<file path="config.mk">
export PLATFORM = sky130hd
export DESIGN_NAME = fpga_test_sequencer
export DESIGN_NICKNAME = d
export VERILOG_FILES = /design/src/rtl/fpga_test_sequencer.sv
export SDC_FILE = /design/constraint.sdc
export NUM_CORES = 1
export LEC_CHECK = 0
export BUFFER_PORTS_ARGS = -buffer_cell sky130_fd_sc_hd__buf_2
export CAP_MARGIN = 25
export CELL_PAD_IN_SITES_DETAIL_PLACEMENT = 1
export CELL_PAD_IN_SITES_GLOBAL_PLACEMENT = 1
export CORE_MARGIN = 1
export CORE_UTILIZATION = 36
export DETAILED_ROUTE_END_ITERATION = 8
export PLACE_DENSITY_LB_ADDON = 0.1
export SETUP_SLACK_MARGIN = 0.1
export SLEW_MARGIN = 20
export SYNTH_ARGS = -nofsm -noshare
export SYNTH_HDL_FRONTEND = slang
export SYNTH_SLANG_ARGS = --single-unit
</file>
<file path="constraint.sdc">
create_clock -name clock -period 1.85 [get_ports clock]
set_input_delay 0.185 -clock clock [delete_from_list [all_inputs] [get_ports clock]]
set_output_delay 0.185 -clock clock [all_outputs]
set_load 0.02 [all_outputs]
</file>
<file path="src/rtl/fpga_test_sequencer.sv">
// Sequences one run of the FPGA program engine: streams the input channel in, launches the engine,
// waits for finished under a watchdog, then reads back and compares every output word.
module fpga_test_sequencer #(
  parameter int MemoryElementWidth = 12,
  parameter int NIn                = 3,
  parameter int NOut               = 9,
  parameter int TimeoutCycles      = 1024,
  localparam int InAw  = (NIn > 1) ? $clog2(NIn) : 1,
  localparam int OutAw = (NOut > 1) ? $clog2(NOut) : 1,
  localparam int CntW  = $clog2(NOut + 1),
  localparam int CycW  = $clog2(TimeoutCycles + 1)
) (
  input  logic                          clock,
  input  logic                          reset,
  input  logic                          start,
  input  logic                          inValid,
  input  logic [MemoryElementWidth-1:0] inData,
  output logic                          inReady,
  input  logic                          expValid,
  input  logic [MemoryElementWidth-1:0] expData,
  output logic                          expReady,
  output logic                          run,
  input  logic                          finished,
  input  logic                          success,
  output logic                          loadEn,
  output logic [InAw-1:0]               loadAddr,
  output logic [MemoryElementWidth-1:0] loadData,
  output logic [OutAw-1:0]              outAddr,
  input  logic [MemoryElementWidth-1:0] outData,
  output logic                          busy,
  output logic                          done,
  output logic                          pass,
  output logic                          timeout,
  output logic [OutAw-1:0]              mismatchIndex,
  output logic [CntW-1:0]               mismatchCount
);

  typedef enum logic [2:0] {IDLE, LOAD, LAUNCH, WAIT, ADDR, CMP, REPORT} stateT;

  stateT                state, stateNext;
  logic [InAw-1:0]      wordCount;
  logic [CycW-1:0]      cycleCount;
  logic [OutAw-1:0]     index;
  logic                 successReg;
  logic                 lastIn, lastOut, watchdogHit, wordDiffers;

  assign lastIn      = (wordCount == InAw'(NIn - 1));
  assign lastOut     = (index == OutAw'(NOut - 1));
  assign watchdogHit = (cycleCount == CycW'(TimeoutCycles - 1));
  assign wordDiffers = (outData != expData);

  assign inReady  = (state == LOAD);
  assign loadEn   = inReady && inValid;
  assign loadAddr = loadEn ? wordCount : '0;
  assign loadData = loadEn ? inData : '0;
  assign run      = (state == LAUNCH);
  assign expReady = (state == CMP);
  assign outAddr  = (state == ADDR || state == CMP) ? index : '0;
  assign busy     = (state != IDLE) && (state != REPORT);

  always_ff @(posedge clock or negedge reset) begin
    if (!reset) state <= IDLE;
    else        state <= stateNext;
  end

  // finished takes priority over the watchdog when both land in the same cycle
  always_comb begin
    stateNext = state;
    case (state)
      IDLE:    if (start) stateNext = LOAD;
      LOAD:    if (inValid && lastIn) stateNext = LAUNCH;
      LAUNCH:  stateNext = WAIT;
      WAIT: begin
        if (finished)         stateNext = ADDR;
        else if (watchdogHit) stateNext = REPORT;
      end
      ADDR:    stateNext = CMP;
      CMP:     if (expValid) stateNext = lastOut ? REPORT : ADDR;
      REPORT:  if (start) stateNext = LOAD;
      default: stateNext = IDLE;
    endcase
  end

  always_ff @(posedge clock or negedge reset) begin
    if (!reset) begin
      wordCount     <= '0;
      cycleCount    <= '0;
      index         <= '0;
      successReg    <= 1'b0;
      done          <= 1'b0;
      pass          <= 1'b0;
      timeout       <= 1'b0;
      mismatchIndex <= '0;
      mismatchCount <= '0;
    end else begin
      case (state)
        IDLE, REPORT: begin
          if (start) begin
            wordCount     <= '0;
            cycleCount    <= '0;
            index         <= '0;
            successReg    <= 1'b0;
            done          <= 1'b0;
            pass          <= 1'b0;
            timeout       <= 1'b0;
            mismatchIndex <= '0;
            mismatchCount <= '0;
          end
        end
        LOAD: begin
          if (inValid && !lastIn) wordCount <= wordCount + InAw'(1);
        end
        WAIT: begin
          cycleCount <= cycleCount + CycW'(1);
          if (finished) begin
            successReg <= success;
            index      <= '0;
          end else if (watchdogHit) begin
            timeout <= 1'b1;
            done    <= 1'b1;
            pass    <= 1'b0;
          end
        end
        CMP: begin
          if (expValid) begin
            if (wordDiffers) begin
              if (mismatchCount == '0) mismatchIndex <= index;
              if (mismatchCount != CntW'(NOut)) mismatchCount <= mismatchCount + CntW'(1);
            end
            // pass must account for the word being compared this cycle
            if (lastOut) begin
              done <= 1'b1;
              pass <= successReg && (mismatchCount == '0) && !wordDiffers;
            end else begin
              index <= index + OutAw'(1);
            end
          end
        end
        default: ;
      endcase
    end
  end

endmodule

</file>
==> impl_metrics.py <==
metrics = {
    "clocking": {
        "cts_inserted_buffers": 5,
        "clock_h_tree_levels": 2,
        "cts_root_buf": "sky130_fd_sc_hd__clkbuf_8",
        "clock_insertion_delay_worst_skew_ps": 300,
        "clkSinkCount": 32,
        "clk_pin_slew_ps": 80,
        "max_root_sink_buffers": 2,
        "clock_tree_from_tritoncts": "yes",
    },
    "setup_path": {
        "timing.reg2reg.worst_path_depth": 9,
        "worst_r2r_endpoint": "mismatchCount[0]",
        "critical_path_required_ps": 2030,
        "path_common_cell": "sky130_fd_sc_hd__nand2_2",
        "timing.critical_path.slowest_cell_delay_ps": 460,
        "path_cells": "buf_6 -> nor2b_4 -> nand2_2 -> inv_2 -> nand2_2 -> nor4_4 -> buf_4 -> a211oi_2 -> mux2_4",
        "timing.critical_path.slowest_stage_cell": "sky130_fd_sc_hd__dfrtp_2",
        "worst-setup-path-type": "reg -> reg",
        "arr_time_crit_path_ps": 2020,
        "crit_fanout": 4,
        "cp.depth": 9,
        "cpLargestDelayFamily": "simple AND/OR/NAND/NOR gates",
        "reg2reg_from": "state[1]",
        "timing.critical_path.from_type": "flop",
        "r2r_setup_slack_ps": 5,
        "critical_path.endpoint_type": "flop",
        "cp.buffers_inverters": 3,
    },
    "sta": {
        "totalNegativeSetupSlack_ps": 0,
        "hold_ws_ps": 151,
        "skew_ps": 7.97,
        "final_critical_path_setup_slack_ps": 5.39,
        "report.final.slew_viol_count": 0,
        "rsz_0062_raised_after_global_routing": "true",
        "timing.final.setup_violations": 0,
        "max_freq_mhz": 542,
        "layout_min_cycle_time_ps": 1840,
        "timing.final.crit_share_pct": 99.7,
        "finalHoldViolCount": 0,
        "tightestPinTransition_ps": 766,
        "max-slew-margin-rel_pct": 48.9,
    },
    "final_layout": {
        "n_antenna_cell": 0,
        "post-route-util_pct": 58.0,
        "layout-drive-gt1-share_pct": 49.0,
        "layout-area-overhead-vs-synth_pct": 54.3,
        "design.final.nets": 400,
        "final_common_cell": "sky130_fd_sc_hd__buf_2",
        "layout.cell_area.non_filler_mm2": 0.00323,
        "most-common-layout-cells": "sky130_fd_sc_hd__buf_2 (57), sky130_fd_sc_hd__buf_4 (39), sky130_fd_sc_hd__dfrtp_1 (30)",
    },
    "logic_synthesis": {
        "biggest_area_contributors_in_the_synthesized_netlist": "sky130_fd_sc_hd__dfrtp_1 (38%), sky130_fd_sc_hd__xnor2_1 (5.9%), sky130_fd_sc_hd__o21ai_0 (5.7%), sky130_fd_sc_hd__and2_1 (5.1%), sky130_fd_sc_hd__ha_1 (4.2%)",
        "synthFlopType": "sky130_fd_sc_hd__dfrtp_1",
        "yosys_register_bits": 32,
        "postSynthNetCount": 279,
        "asyncSetResetFlopFracSynth_pct": 100,
        "syn-instance-count": 229,
        "synth_area_per_cell_um2": 9.15,
        "yosysSeqAreaShare_pct": 38.2,
        "edff_count_synth": 0,
        "post_synth_num_cell_types": 55,
        "mapped_area_mm2": 0.00210,
        "yosys_warnings": 0,
        "synthDominantCellAreaShare_pct": 38.2,
        "synth_top_area_cell": "sky130_fd_sc_hd__dfrtp_1",
    },
    "place": {
        "placed_cell_area_mm2": 0.00276,
        "place_hpwl_mm": 4.63,
        "gp_congestion": 0.803,
        "pre_cts_ws_ps": 52.8,
        "port_buffers": 76,
    },
    "power": {
        "power_switching_mw": 1.68,
        "p_per_area_mw_per_mm2": 1230,
        "switching_share_pct": 42.1,
        "leakagePower_nw": 1.56,
        "power_report.internal_total_mw": 2.31,
        "power.share.clock_pct": 17.4,
        "maximum_ir_drop_on_the_vdd_rail_v": 0.000591,
        "p_comb_share_pct": 59.0,
        "seq_power_share_pct": 23.6,
    },
    "worst_hold_path": {
        "hold_path.class": "in -> reg",
        "min_from": "success",
        "number_of_cells_traversed_by_the_worst_hold_path": 3,
        "whs_endpoint": "successReg",
    },
    "global_route": {
        "grt_max_degree": 33,
        "total_congestion_overflow": 0,
        "antenna_violations_before_repair": 0,
        "grt.total_usage_pct": 23.3,
        "via_count_of_the_first_global_routing_pass": 2261,
        "wire_length_of_the_first_global_routing_pass_mm": 11.1,
    },
    "drt": {
        "met2_length_mm": 3.48,
        "number_of_iterations_in_the_first_detailed_routing_pass": 4,
        "number_of_nets_with_antenna_violations_after_routing": 0,
        "wl_per_cell_um": 16.5,
        "drc_errors": 0,
        "routed-wl-met3_um": 260,
        "top_layer_used": "met4",
        "detail_route.wirelength_mm": 6.99,
        "via_density_per_instance": 5.24,
        "drt_iter0_drc": 109,
        "post_route_met1_wirelength_mm": 3.16,
        "num_vias": 2218,
    },
    "floorplanning": {
        "dieWidth_um": 78.3,
        "die_height_um": 78.3,
        "die_area_mm2": 0.00613,
        "std_cell_rows": 27,
        "io-pin-count": 77,
        "floorplan.initialDensity_pct": 37.6,
        "placeableCoreArea_mm2": 0.00557,
    },
    "job": {
        "max_cap_violations": 0,
    },
    "status": {
        "status": "completed",
    },
}
==> area by class of cell <==
class	count	area [um2]
Timing Repair inverter	1	7.51
Fill cell	672	2340
Clock buffer	5	68.8
Inverter	11	45.0
Multi-Input combinational cell	180	1340
Sequential cell	32	803
Tap cell	72	90.1
Timing Repair Buffer	119	836
Clock inverter	3	42.5
==> how the worst max path moves through the flow <==
stage | from | to | slack, ps
after floorplan | state[1] | mismatchCount[0] | 120
after global placement | state[0] | mismatchCount[3] | 120
after detailed placement | state[0] | mismatchCount[3] | 50
after CTS | state[1] | loadData[3] | 30
after global routing | state[1] | mismatchCount[0] | -40
final | state[1] | mismatchCount[0] | 5
==> cells by family after synthesis <==
family / after synthesis / synth area share, %
xor gates and xnor gates: 15 / 6.63
and+or+nand+nor: 98 / 27.2
DFF: 32 / 38.2
muxes: 4 / 2.27
AOI/OAI and AO/OA: 56 / 17.5
buffers and inverters: 17 / 4.00
adders and majority gates: 7 / 4.18
==> synth_stat cells, types with 2 or more instances <==
library cell and n:
sky130_fd_sc_hd__nand2b_1 2, sky130_fd_sc_hd__xnor2_1 14, sky130_fd_sc_hd__o211ai_1 2, sky130_fd_sc_hd__nand3b_1 3, sky130_fd_sc_hd__ha_1 7, sky130_fd_sc_hd__a22o_1 4
sky130_fd_sc_hd__o21ai_1 2, sky130_fd_sc_hd__a211o_1 2, sky130_fd_sc_hd__dfrtp_1 32, sky130_fd_sc_hd__inv_2 2, sky130_fd_sc_hd__nand4_1 4, sky130_fd_sc_hd__and3_1 3
sky130_fd_sc_hd__nor2_1 13, sky130_fd_sc_hd__buf_4 3, sky130_fd_sc_hd__inv_1 9, sky130_fd_sc_hd__or4_1 2, sky130_fd_sc_hd__nor3b_1 4, sky130_fd_sc_hd__o21ai_0 24
sky130_fd_sc_hd__nor4_1 2, sky130_fd_sc_hd__a21oi_1 7, sky130_fd_sc_hd__nand4b_1 2, sky130_fd_sc_hd__nand3_1 11, sky130_fd_sc_hd__and4_1 2, sky130_fd_sc_hd__and2_1 17
sky130_fd_sc_hd__nand2_1 21, sky130_fd_sc_hd__o21a_1 2, sky130_fd_sc_hd__o31ai_1 5
==> flip-flops by register name, summed over array words and instances (netlist names) <==
register and cells:
done 1, successReg 1, mismatchIndex 4, timeout 1, state 3, pass 1
cycleCount 11, wordCount 2, mismatchCount 4, index 4
==> metal layers <==
metal / up-vias / GRT usage [%]
li1: 1061 / -
met1: 1091 / 29.3
met2: 59 / 39.9
met3: 7 / 5.23
met4: 0 / 6.30
met5: - / 0
==> per-stage QoR <==
stage | total power, mW | std cells
floorplan | 2.09 | 229
global placement | 2.72 | 399
detailed placement | 2.78 | 399
CTS | 3.68 | 416
global route | 4.24 | 423
finish | 3.99 | 423
==> timing repair <==
action | in CTS | in global routing
cloned | 1 | 0
setup buffers | 7 | 7
hold buffers | 1 | 0
endpoints found under the hold margin | 32 | 0
resized for setup | 44 | 33
pin swaps | 13 | 17
endpoints found under the setup margin | 20 | 44
==> power groups by stage <==
stage	clock, mW	sequential, mW	combinational, mW
finish	0.695	0.941	2.35
detailed placement	0	0.951	1.83
global route	0.742	0.953	2.54
CTS	0.708	0.920	2.05
floorplan	0	0.959	1.13
global placement	0	0.942	1.78
==> worst register-to-register path, stage by stage, from the launching register on <==
cell                       delay, ps
sky130_fd_sc_hd__dfrtp_2         460
sky130_fd_sc_hd__buf_6           140
sky130_fd_sc_hd__nor2b_4         140
sky130_fd_sc_hd__nand2_2          80
sky130_fd_sc_hd__inv_2            70
sky130_fd_sc_hd__nand2_2          60
sky130_fd_sc_hd__nor4_4          230
sky130_fd_sc_hd__buf_4           180
sky130_fd_sc_hd__a211oi_2         50
sky130_fd_sc_hd__mux2_4          300
No activity file was read; power rests on OpenSTA's default activity.
